[src/rtl/mining_pkg.sv]
// Shared types, header field offsets and byte-order helpers for the mining job path.
package mining_pkg;

  typedef enum logic [1:0] {
    ST_IDLE,
    ST_ISSUE,
    ST_WAIT,
    ST_CHECK
  } state_t;

  localparam int unsigned HDR_W       = 640;
  localparam int unsigned VERSION_MSB = 639;
  localparam int unsigned PREV_MSB    = 607;
  localparam int unsigned MERKLE_MSB  = 351;
  localparam int unsigned TIME_MSB    = 95;
  localparam int unsigned BITS_MSB    = 63;
  localparam int unsigned NONCE_MSB   = 31;

  function automatic logic [31:0] bswap32(input logic [31:0] x);
    return {x[7:0], x[15:8], x[23:16], x[31:24]};
  endfunction

  function automatic logic [HDR_W-1:0] build_header(
    input logic [31:0]  version,
    input logic [255:0] prev_hash,
    input logic [255:0] merkle,
    input logic [31:0]  time_f,
    input logic [31:0]  bits,
    input logic [31:0]  nonce
  );
    logic [HDR_W-1:0] h;
    h = '0;
    h[VERSION_MSB -: 32]  = bswap32(version);
    h[PREV_MSB    -: 256] = prev_hash;
    h[MERKLE_MSB  -: 256] = merkle;
    h[TIME_MSB    -: 32]  = bswap32(time_f);
    h[BITS_MSB    -: 32]  = bswap32(bits);
    h[NONCE_MSB   -: 32]  = bswap32(nonce);
    return h;
  endfunction

endpackage

[src/rtl/target_expand.sv]
// Combinational expansion of a compact (nBits) target into its 256-bit integer form.
module target_expand (
  input  logic [31:0]  i_bits,
  output logic [255:0] o_target
);

  logic [7:0]   w_exp;
  logic [255:0] w_mant;
  logic [10:0]  w_shl;
  logic [10:0]  w_shr;

  assign w_exp  = i_bits[31:24];
  // Bit 23 (the compact sign bit) is deliberately excluded from the mantissa.
  assign w_mant = {233'b0, i_bits[22:0]};
  assign w_shl  = {w_exp, 3'b000} - 11'd24;
  assign w_shr  = 11'd24 - {w_exp, 3'b000};

  always_comb begin
    o_target = '0;
    if (w_exp <= 8'd3) begin
      o_target = w_mant >> w_shr;
    end else begin
      o_target = w_mant << w_shl;
    end
  end

endmodule

[src/rtl/nonce_scanner.sv]
// Job sequencer: builds headers per nonce, hands them to the hash core one at a time,
// and compares each returned digest against the job's expanded target.
module nonce_scanner
  import mining_pkg::*;
#(
  parameter bit STOP_ON_FIND = 1'b1
) (
  input  logic             clk,
  input  logic             rst,
  input  logic             job_valid,
  output logic             job_ready,
  input  logic [31:0]      job_version,
  input  logic [255:0]     job_prev_hash,
  input  logic [255:0]     job_merkle,
  input  logic [31:0]      job_time,
  input  logic [31:0]      job_bits,
  input  logic [31:0]      nonce_start,
  input  logic [31:0]      nonce_end,
  input  logic             abort,
  output logic             hdr_valid,
  input  logic             hdr_ready,
  output logic [HDR_W-1:0] header,
  input  logic             dig_valid,
  input  logic [255:0]     digest,
  output logic             found,
  output logic [31:0]      found_nonce,
  output logic             done,
  output logic             busy
);

  state_t           r_state;
  state_t           w_state_nx;
  logic [HDR_W-1:0] r_header;
  logic [31:0]      r_nonce;
  logic [31:0]      r_end;
  logic [31:0]      r_found_nonce;
  logic [31:0]      w_nonce_inc;
  logic [255:0]     r_target;
  logic [255:0]     r_digest;
  logic [255:0]     w_target;
  logic             r_hdr_valid;
  logic             r_found;
  logic             r_done;
  logic             r_busy;
  logic             r_job_ready;
  logic             w_load;
  logic             w_advance;
  logic             w_found_nx;
  logic             w_done_nx;
  logic             w_hit;
  logic             w_last;

  target_expand u_target_expand (
    .i_bits   (job_bits),
    .o_target (w_target)
  );

  assign w_nonce_inc = r_nonce + 32'd1;
  assign w_hit       = (r_digest <= r_target);
  assign w_last      = (r_nonce == r_end);

  always_comb begin
    w_state_nx = r_state;
    w_load     = 1'b0;
    w_advance  = 1'b0;
    w_found_nx = 1'b0;
    w_done_nx  = 1'b0;
    case (r_state)
      ST_IDLE: begin
        if (job_valid) begin
          w_load     = 1'b1;
          w_state_nx = ST_ISSUE;
        end
      end
      ST_ISSUE: begin
        if (abort) begin
          w_state_nx = ST_IDLE;
        end else if (hdr_ready) begin
          w_state_nx = ST_WAIT;
        end
      end
      ST_WAIT: begin
        if (abort) begin
          w_state_nx = ST_IDLE;
        end else if (dig_valid) begin
          w_state_nx = ST_CHECK;
        end
      end
      ST_CHECK: begin
        if (abort) begin
          w_state_nx = ST_IDLE;
        end else begin
          w_found_nx = w_hit;
          if ((w_hit && STOP_ON_FIND) || w_last) begin
            w_done_nx  = 1'b1;
            w_state_nx = ST_IDLE;
          end else begin
            w_advance  = 1'b1;
            w_state_nx = ST_ISSUE;
          end
        end
      end
      default: w_state_nx = ST_IDLE;
    endcase
  end

  // Status outputs are registered decodes of the next state so they line up with r_state.
  always_ff @(posedge clk or posedge rst) begin
    if (rst) begin
      r_state       <= ST_IDLE;
      r_header      <= '0;
      r_nonce       <= '0;
      r_end         <= '0;
      r_found_nonce <= '0;
      r_target      <= '0;
      r_digest      <= '0;
      r_hdr_valid   <= 1'b0;
      r_found       <= 1'b0;
      r_done        <= 1'b0;
      r_busy        <= 1'b0;
      r_job_ready   <= 1'b1;
    end else begin
      r_state     <= w_state_nx;
      r_hdr_valid <= (w_state_nx == ST_ISSUE);
      r_busy      <= (w_state_nx != ST_IDLE);
      r_job_ready <= (w_state_nx == ST_IDLE);
      r_found     <= w_found_nx;
      r_done      <= w_done_nx;
      if (w_found_nx) begin
        r_found_nonce <= r_nonce;
      end
      // The header register doubles as the latched job fields; only its nonce slice moves.
      if (w_load) begin
        r_header <= build_header(job_version, job_prev_hash, job_merkle,
                                 job_time, job_bits, nonce_start);
        r_nonce  <= nonce_start;
        r_end    <= nonce_end;
        r_target <= w_target;
      end
      if (w_advance) begin
        r_nonce                    <= w_nonce_inc;
        r_header[NONCE_MSB -: 32]  <= bswap32(w_nonce_inc);
      end
      if ((r_state == ST_WAIT) && dig_valid) begin
        r_digest <= digest;
      end
    end
  end

  assign job_ready   = r_job_ready;
  assign hdr_valid   = r_hdr_valid;
  assign header      = r_header;
  assign found       = r_found;
  assign found_nonce = r_found_nonce;
  assign done        = r_done;
  assign busy        = r_busy;

endmodule
[config.mk]
export PLATFORM = sky130hd
export DESIGN_NAME = nonce_scanner
export DESIGN_NICKNAME = d
export VERILOG_FILES = /design/src/rtl/mining_pkg.sv /design/src/rtl/target_expand.sv /design/src/rtl/nonce_scanner.sv
export SDC_FILE = /design/constraint.sdc
export NUM_CORES = 2
export LEC_CHECK = 0
export ABC_CLOCK_PERIOD_IN_PS = 140800
export CAP_MARGIN = 15
export CORE_AREA = 3 3 626 628
export CTS_CLUSTER_SIZE = 14
export DETAILED_ROUTE_END_ITERATION = 7
export DIE_AREA = 0 0 629 631
export DONT_BUFFER_PORTS = 1
export PLACE_DENSITY_LB_ADDON = 0.05
export SETUP_SLACK_MARGIN = 0.02
export SYNTH_ARGS = -nofsm -noshare
export SYNTH_HDL_FRONTEND = slang
export SYNTH_SLANG_ARGS = --single-unit
[constraint.sdc]
create_clock -name clk -period 140.8 [get_ports clk]
set_input_delay 35.2 -clock clk [delete_from_list [all_inputs] [get_ports clk]]
set_output_delay 35.2 -clock clk [all_outputs]
set_load 0.05 [all_outputs]
==> impl_metrics.tcl <==
set metrics [dict create \
    outcome "finished clean" \
    dieArea_um2 396900 \
    highest_layer "met5" \
    core-area_um2 386000 \
    die_h_um 631 \
    reg2reg_from "r_state[0]" \
    ir_drop_uv 10.71 \
    critPathKind "in2reg" \
    place_hpwl_mm 302.9 \
    fin_cells 10950 \
    grtUsageTotal 0.1838 \
    synth_edf_count 0 \
    max-slew-margin-rel 0.1993 \
    fin_setup_tns_ns 0 \
    finalCritPeriodShare 0.2834 \
    postPlaceCellArea_um2 60510 \
    yosysTopAreaCell "dfrtp_1" \
    synth.area.top_cells "dfrtp_1, nand2_1, ha_1" \
    final_common_cell "nand2_1" \
    slew_violations 0 \
    startpoint_type "primary input" \
    syn_to_final_growth_pct 23.61 \
    vias 41480 \
    r2r-end "header[275]" \
    firstDrtPassIters 5 \
    tritoncts "built" \
    grt_max_degree 135 \
    crit_start "job_valid" \
    path_clk_slew_ns 0.06 \
    clk_latency_ns 0.89 \
    numCtsBuffers 183 \
    wire_per_inst_um 34.36 \
    max_freq_mhz 25.06 \
    synth_seq_cells 1223 \
    post-route-util 0.1729 \
    grt_pass1_vias 43000 \
    htree_levels 4 \
    gp_congestion 0.9211 \
    rsz0062_at_grt "false" \
    crit_fanout 134 \
    power.density_nw_per_um2 25.97 \
    hp-class "reg2reg" \
    io_buffer_count 0 \
    worstRegToRegCells 10 \
    met2WireLength_mm 191.4 \
    wl_mm 376.1 \
    die_x_um 629 \
    critPathCapture "header[275]" \
    min_path_cells 2 \
    syn_nets 6681 \
    drtIter0Drc 2607 \
    arrival_ns 40.70 \
    synth.avg_cell_area_um2 9.838 \
    root_buffer "clkbuf_16" \
    final_cell_mix "nand2_1, dfrtp_1, inv_1" \
    p_leak_uw 0.03035 \
    drc_errors 0 \
    skew_ns 0.08726 \
    worstSetupEndpointType "register" \
    ios 1611 \
    row_count 228 \
    clock_path_buffers 4 \
    syn_area_um2 53990 \
    start_util 0.1399 \
    antenna_found_initial 239 \
    fin_nets 6729 \
    netlist.area_leader.share 0.5664 \
    viasPerCell 3.789 \
    setup_viol 0 \
    fin_crit_ns 39.91 \
    cts_setup_buffers 0 \
    drive_gt1_frac 0.1249 \
    clock_sinks 1223 \
    finalPower_uw 1733 \
    gr-total-overflow 0 \
    required_ns 141.59 \
    async_flop_share 1.000 \
    ys.flop_type "dfrtp_1" \
    ant_nets 0 \
    worst_pin_slew_ns 1.188 \
    met3WireLength_mm 32.46 \
    maxCapViolCount 0 \
    dp.cells 10530 \
    ys_types 77 \
    r2r_slack_ns 134.68 \
    hold_viol_final 0 \
    grt_pass1_wl_mm 481.5 \
    ys_seq_area_frac 0.5668 \
    finalInstanceArea_um2 66740 \
    synth_cells 5488 \
    wl_met1_mm 135.6 \
    postCtsHoldBufs 0 \
    cts_resized 0 \
    yosysWarningCount 0 \
]
[worst min path at each step]
| stage | end | slack, ns | start |
|---|---|---|---|
| 2_1_floorplan | r_target[20] | 0.45 | r_target[20] |
| 3_3_place_gp | r_end[10] | 0.49 | r_end[10] |
| 3_5_place_dp | r_end[29] | 0.49 | r_end[29] |
| 4_1_cts | r_end[15] | 0.51 | r_end[15] |
| 5_1_grt | r_target[155] | 0.52 | r_target[155] |
| 6_report | r_end[12] | 0.50 | r_end[12] |
[kinds of logic (layout without fill, tap and decap cells)]
| kind of cell | count (synthesis) | count (layout) | share of synthesized area |
|---|---|---|---|
| and+or+nand+nor | 2458 | 2458 | 0.1814 |
| DFF | 1223 | 1223 | 0.5668 |
| AOI/OAI and AO/OA | 652 | 652 | 0.08231 |
| buffers and inverters | 553 | 740 | 0.03986 |
| muxes | 305 | 305 | 0.06338 |
| adders and majority gates | 259 | 259 | 0.06002 |
| xor gates and xnor gates | 38 | 38 | 0.006164 |
| other | 0 | 97 | 0 |
[state kept, by name, indices dropped and copies added, names as in the netlist]
register     cells
r_end           32
found_nonce     32
header         639
found            1
busy             1
r_nonce          1
r_digest       256
job_ready        1
r_state          2
done             1
r_target       256
hdr_valid        1
[worst max-delay path: stages]
cell and delay (ns):
nand2_4 0.36, buf_4 0.72, buf_4 0.84, buf_12 0.63, buf_4 0.73, buf_4 0.69
buf_4 0.79, nand2_1 0.15, nand2_1 0.10
[cells in the mapped netlist (27+ instances only)]
cell / n
a21o_1: 34
a21oi_1: 136
a221oi_1: 28
a22o_1: 129
clkbuf_1: 234
dfrtp_1: 1222
ha_1: 259
inv_1: 285
mux2_1: 34
mux2_2: 261
nand2_1: 2155
nand3_1: 46
nand4_1: 57
nor2_1: 82
nor3_1: 27
o21ai_0: 166
o22ai_1: 40
xnor2_1: 37
[through the flow]
| stage | hold slack (ns) | worst slack [ns] |
|---|---|---|
| global route | 0.5163 | 100.65 |
| detailed placement | 0.4887 | 100.0 |
| CTS | 0.5054 | 100.98 |
| finish | 0.5008 | 100.90 |
| floorplan | 0.4498 | 71.14 |
| global placement | 0.4892 | 100.07 |
[report_power, final]
group / leakage (uW) / switching (uW) / internal (uW) / total [uW]
registers: 0.0154 / 444 / 465 / 909
logic: 0.0120 / 223 / 131 / 354
clock network: 0.00293 / 193 / 277 / 470
[cell type report]
type	instances	area, um^2
Fill cell	42870	319200
Clock inverter	44	518.0
Sequential cell	1223	30610
Tap cell	5175	6475
Antenna cell	97	242.7
Inverter	285	1077
Timing Repair Buffer	131	1041
Multi-Input combinational cell	3712	21310
Clock buffer	280	5475
[per-layer routing]
metal	vias to the layer above	GRT usage
met5	-	0
met4	34	0.07260
met1	20790	0.1942
met3	665	0.06889
met2	1667	0.3285
li1	18330	-
Note: power is estimated with default switching activity, not from simulation.
